$ cat config.mk
export PLATFORM = sky130hd
export DESIGN_NAME = inst_loader
export DESIGN_NICKNAME = d
export VERILOG_FILES = /design/src/rtl/inst_loader_pkg.sv /design/src/rtl/inst_loader.sv
export SDC_FILE = /design/constraint.sdc
export NUM_CORES = 1
export LEC_CHECK = 0
export CAP_MARGIN = 20
export CELL_PAD_IN_SITES_DETAIL_PLACEMENT = 2
export CELL_PAD_IN_SITES_GLOBAL_PLACEMENT = 2
export CORE_MARGIN = 8
export CORE_UTILIZATION = 41
export CTS_CLUSTER_SIZE = 12
export DETAILED_ROUTE_END_ITERATION = 8
export HOLD_SLACK_MARGIN = 0.1
export PLACE_DENSITY = 0.85
export SKIP_LAST_GASP = 1
export SLEW_MARGIN = 25
export SYNTH_ARGS = -nofsm -noshare
export SYNTH_HDL_FRONTEND = slang
export SYNTH_SLANG_ARGS = --single-unit
$ cat constraint.sdc
create_clock -name clk -period 3.3 [get_ports clk]
set_input_delay 0.99 -clock clk [delete_from_list [all_inputs] [get_ports clk]]
set_output_delay 0.99 -clock clk [all_outputs]
set_load 0.02 [all_outputs]
$ cat src/rtl/inst_loader_pkg.sv
// Shared types and constants for the instruction loader.
// Store geometry, frame marker, loader states, opcodes.
package inst_loader_pkg;

  localparam int IW = 16;
  localparam int AW = 8;

  localparam logic [7:0]  SYNC_DEF    = 8'hA5;
  localparam logic [15:0] TIMEOUT_DEF = 16'd50000;

  typedef enum logic [2:0] {
    S_IDLE,
    S_ADDR,
    S_COUNT,
    S_HI,
    S_LO,
    S_WRITE,
    S_CSUM
  } ld_state_e;

  typedef enum logic [3:0] {
    OP_NOP = 4'h0,
    OP_LDI = 4'h1,
    OP_LD  = 4'h2,
    OP_ST  = 4'h3,
    OP_ADD = 4'h4,
    OP_SUB = 4'h5,
    OP_AND = 4'h6,
    OP_OR  = 4'h7,
    OP_XOR = 4'h8
  } opcode_e;

  function automatic opcode_e op_of(
    input logic [IW-1:0] w
  );
    return opcode_e'(w[IW-1:IW-4]);
  endfunction

  function automatic logic [7:0] csum_step(
    input logic [7:0] acc,
    input logic [7:0] b
  );
    return acc ^ b;
  endfunction

endpackage

$ cat src/rtl/inst_loader.sv
// Framed byte stream -> instruction RAM writer, holds CPU during load.
// Ports: clk, rst_n, in_valid/in_data/in_ready (byte stream),
//   wr_en/wr_addr/wr_data (RAM write), cpu_hold, load_done, load_err.
module inst_loader
  import inst_loader_pkg::*;
#(
  parameter logic [7:0]  SYNC_BYTE   = SYNC_DEF,
  parameter logic [15:0] TIMEOUT_CYC = TIMEOUT_DEF
) (
  input  logic          clk,
  input  logic          rst_n,
  input  logic          in_valid,
  input  logic [7:0]    in_data,
  output logic          in_ready,
  output logic          wr_en,
  output logic [AW-1:0] wr_addr,
  output logic [IW-1:0] wr_data,
  output logic          cpu_hold,
  output logic          load_done,
  output logic          load_err
);

  ld_state_e     state;
  logic [AW-1:0] addr;
  logic [8:0]    remaining;
  logic [7:0]    hi;
  logic [7:0]    csum;
  logic [IW-1:0] word;
  logic [15:0]   tcnt;

  logic          acc;
  logic          tmo;
  logic [8:0]    rem_dec;

  assign acc     = in_valid & in_ready;
  assign rem_dec = remaining - 9'd1;

  // Idle gap inside a frame has run its full length this cycle.
  assign tmo = (state != S_IDLE) && !acc &&
               (tcnt == TIMEOUT_CYC - 16'd1);

  always_ff @(posedge clk or negedge rst_n) begin
    if (!rst_n) begin
      state     <= S_IDLE;
      in_ready  <= 1'b1;
      wr_en     <= 1'b0;
      wr_addr   <= '0;
      wr_data   <= '0;
      cpu_hold  <= 1'b0;
      load_done <= 1'b0;
      load_err  <= 1'b0;
      addr      <= '0;
      remaining <= '0;
      hi        <= '0;
      csum      <= '0;
      word      <= '0;
      tcnt      <= '0;
    end else begin
      wr_en     <= 1'b0;
      load_done <= 1'b0;
      load_err  <= 1'b0;

      if (state == S_IDLE || acc) begin
        tcnt <= '0;
      end else begin
        tcnt <= tcnt + 16'd1;
      end

      if (tmo) begin
        // cpu_hold stays up: the store is partly written.
        load_err <= 1'b1;
        state    <= S_IDLE;
        in_ready <= 1'b1;
        tcnt     <= '0;
      end else begin
        unique case (state)
          S_IDLE: begin
            if (acc && in_data == SYNC_BYTE) begin
              csum  <= '0;
              state <= S_ADDR;
            end
          end
          S_ADDR: begin
            if (acc) begin
              addr     <= in_data;
              csum     <= csum_step(csum, in_data);
              cpu_hold <= 1'b1;
              state    <= S_COUNT;
            end
          end
          S_COUNT: begin
            if (acc) begin
              // A count of zero encodes a full 256-word frame.
              remaining <= (in_data == 8'd0) ?
                           9'd256 : {1'b0, in_data};
              csum      <= csum_step(csum, in_data);
              state     <= S_HI;
            end
          end
          S_HI: begin
            if (acc) begin
              hi    <= in_data;
              csum  <= csum_step(csum, in_data);
              state <= S_LO;
            end
          end
          S_LO: begin
            if (acc) begin
              word     <= {hi, in_data};
              csum     <= csum_step(csum, in_data);
              state    <= S_WRITE;
              in_ready <= 1'b0;
            end
          end
          S_WRITE: begin
            wr_en     <= 1'b1;
            wr_addr   <= addr;
            wr_data   <= word;
            addr      <= addr + 8'd1;
            remaining <= rem_dec;
            in_ready  <= 1'b1;
            state     <= (rem_dec == 9'd0) ?
                         S_CSUM : S_HI;
          end
          S_CSUM: begin
            if (acc) begin
              if (in_data == csum) begin
                load_done <= 1'b1;
                cpu_hold  <= 1'b0;
              end else begin
                load_err  <= 1'b1;
              end
              state <= S_IDLE;
            end
          end
          default: begin
            state    <= S_IDLE;
            in_ready <= 1'b1;
          end
        endcase
      end
    end
  end

endmodule

==> results <==
==> cells by family (layout without fill, tap and decap cells) <==
| logic type | Yosys count | in the layout |
|---|---|---|
| AOI/OAI and AO/OA | 84 | 84 |
| and+or+nand+nor | 140 | 140 |
| adders and majority gates | 4 | 4 |
| xor gates and xnor gates | 23 | 23 |
| DFF | 97 | 97 |
| muxes | 48 | 48 |
| buffers and inverters | 33 | 82 |
==> per-stage QoR <==
| stage | worst slack [ps] | std cells | setup TNS, ps | util | cell area [um2] |
|---|---|---|---|---|---|
| CTS | 191 | 621 | 0 | 0.497 | 5580 |
| finish | 116 | 621 | 0 | 0.497 | 5580 |
| global placement | 86.3 | 605 | 0 | 0.468 | 5250 |
| global route | 127 | 621 | 0 | 0.497 | 5580 |
| detailed placement | -13.7 | 605 | -13.7 | 0.468 | 5250 |
| floorplan | 775 | 429 | 0 | - | 4630 |
==> cell type report <==
type	count	share of cell area
tap	143	0.0321
clock inverter	6	0.0157
sequential	97	0.435
timing repair buffer	57	0.0982
clock buffer	10	0.0428
inverter	9	0.00605
multi-input combinational	299	0.370
==> power by group through the flow <==
stage | sequential [mW] | clock, mW | combinational (mW)
6_report | 1.19 | 1.18 | 0.0845
5_1_grt | 1.19 | 1.24 | 0.0913
4_1_cts | 1.19 | 1.20 | 0.0853
3_5_place_dp | 1.21 | 0 | 0.0838
3_3_place_gp | 1.21 | 0 | 0.0797
2_1_floorplan | 1.21 | 0 | 0.0208
==> synthesized netlist by cell type (7+ instances only) <==
master	instances	area (um2)
a21oi_1	18	90.1
a31oi_1	9	56.3
clkbuf_1	17	63.8
dfrtp_1	96	2400
inv_1	9	33.8
mux2_2	47	529
nand2_1	23	86.3
nand2b_1	11	68.8
nand3_1	13	65.1
nand4_1	7	43.8
nor2_1	44	165
o21ai_0	27	135
xnor2_1	7	61.3
xor2_1	16	140
==> worst reg2reg max path, delay by kind of cell, from the launching register on <==
kind	cells	cell delay (ps)
simple gates	2	790
mux	1	400
buf+inv	1	250
flops	1	450
compound gates	1	380
==> per-layer routing <==
layer | wire, um | up-vias
met5 | 0 | -
met4 | 390 | 0
met3 | 533 | 29
met2 | 8360 | 81
met1 | 6430 | 1929
li1 | - | 1618
==> how the worst max path moves through the flow <==
stage / from / end / depth (start not counted)
finish: in_data[6] / csum[6] / 6
global route: in_data[6] / csum[6] / 6
detailed placement: in_data[6] / csum[7] / 6
CTS: in_data[6] / csum[6] / 6
floorplan: in_data[6] / csum[0] / 7
global placement: in_data[4] / csum[4] / 6
==> flip-flops by register name (all words and copies together) (netlist names) <==
| signal | flops |
|---|---|
| hi | 8 |
| remaining | 9 |
| wr_en | 1 |
| in_ready | 1 |
| csum | 8 |
| state | 3 |
| load_done | 1 |
| word | 16 |
| cpu_hold | 1 |
| wr_data | 16 |
| load_err | 1 |
| tcnt | 16 |
| addr | 8 |
| wr_addr | 8 |
==> flow_metrics.env <==
export IMPL_status="complete, no violations"
export IMPL_worstPathCellList="clkdlybuf4s50_1 > nor4_1 > a21oi_1 > or3b_2 > o21ai_0 > o21ai_0"
export IMPL_async_reset_ff_frac=1.00
export IMPL_worstMarginPinSlew_ps=923
export IMPL_cp_num_buf_inv=1
export IMPL_clk_pin_slew_worst_paths_ps=70
export IMPL_h_tree_depth=3
export IMPL_cap_viol_max_count=0
export IMPL_synth_cell_types=57
export IMPL_slowest_delay_ps=640
export IMPL_synthAdderAreaFrac=0.0108
export IMPL_grt_usage=0.224
export IMPL_synth_simple_area_share=0.159
export IMPL_postCtsSetupRepairBufs=0
export IMPL_cts_tree="done"
export IMPL_multi_input_area_um2=2060
export IMPL_grt_use_met3=0.0405
export IMPL_r2r_end="wr_addr[5]"
export IMPL_synth_compound_area_frac=0.115
export IMPL_holdWs_ps=487
export IMPL_hold_viol=0
export IMPL_antenna_left=0
export IMPL_finalSetupViolCount=0
export IMPL_internal_power_mw=1.90
export IMPL_dr_pass1_iters=4
export IMPL_syn_nets=444
export IMPL_required_ps=3500
export IMPL_clockBufferDepth=2
export IMPL_crit_top_cell="o21ai_0"
export IMPL_crit_type="in2reg"
export IMPL_power_share_combinational=0.034
export IMPL_regArea_um2=2430
export IMPL_cpMaxStageDelayCell="nor4_1"
export IMPL_layout_common_cells="dfrtp_1, mux2_2, nor2_1"
export IMPL_cts_root_buf="clkbuf_16"
export IMPL_fin_nets=488
export IMPL_postSynthAreaPerCell_um2=10.8
export IMPL_routed_via_count=3657
export IMPL_routed_via_density=5.89
export IMPL_fin_crit_sh=0.965
export IMPL_p_total_mw=2.45
export IMPL_drt_iter0_markers=223
export IMPL_grtUsageMet2=0.398
export IMPL_clockPowerShare=0.481
export IMPL_final_common_cell="dfrtp_1"
export IMPL_drcViolationCount=0
export IMPL_dieArea_um2=14900
export IMPL_wl_per_cell_um=25.3
export IMPL_drv_slew=0
export IMPL_cp_top_family="simple AND/OR/NAND/NOR gates"
export IMPL_p_leak_nw=2.53
export IMPL_p_sw_frac=0.224
export IMPL_grt_max_degree=73
export IMPL_grt_overflow_total=0
export IMPL_cts_hold_buf=0
export IMPL_rrSetupSlack_ps=910
export IMPL_hold_class="reg2reg"
export IMPL_synth_mux_area_frac=0.116
export IMPL_whs_endpoint="tcnt[0]"
export IMPL_routed_wl_um=15700
export IMPL_cp_arrival_ps=3380
export IMPL_cp_start_kind="input port"
export IMPL_worstReg2RegStart="tcnt[9]"
export IMPL_grt_busiest_layer="met2"
export IMPL_relSlewSlack=0.380
export IMPL_p_seq_frac=0.484
export IMPL_gp_congestion=0.801
export IMPL_io_buffers=39
export IMPL_synth_edf_count=0
export IMPL_rr_worst_depth=5
export IMPL_skew_ps=9.37
export IMPL_rsz0062_at_grt="no"
export IMPL_grt_util_met1=0.258
export IMPL_syn_instance_count=429
export IMPL_area_delta_synth_final_pct=20.5
export IMPL_clock_sinks=97
export IMPL_die_y_um=122
export IMPL_net_switching_power_uw=550
export IMPL_powerDensity_nw_per_um2=440
export IMPL_synth_top_family_by_area="simple AND/OR/NAND/NOR gates"
export IMPL_dpl_hpwl_um=9930
export IMPL_drive_above_1_share=0.190
export IMPL_ios=40
export IMPL_num_antenna_cells=0
export IMPL_ir_worst_vdd_v=0.000289
export IMPL_seq_area_frac_synth=0.525
export IMPL_synth_flop_cell="dfrtp_1"
export IMPL_ys_ff_latch=97
export IMPL_period_needed_ps=3180
export IMPL_cp_max_fo=8
export IMPL_cts_buffers=9
export IMPL_grt_pass1_vias=4323
export IMPL_synth_xor_area_frac=0.0435
export IMPL_setup_worst_path_end_class="flip-flop"
export IMPL_fillers=1100
export IMPL_min_delay_path_depth=1
export IMPL_antenna_found_initial=0
export IMPL_max_freq_mhz=314
export IMPL_synthesis_area_um2=4630
export IMPL_core_area_um2=11200
export IMPL_rows=39
export IMPL_hold_start="tcnt[0]"
export IMPL_synth_warnings=0
export IMPL_initial_utilization=0.412
export IMPL_grt_pass1_wl_um=25300
export IMPL_die_w_um=122
export IMPL_cts_resized=0
export IMPL_clock_latency_ps=360
Power figures use the tool's default switching activity.
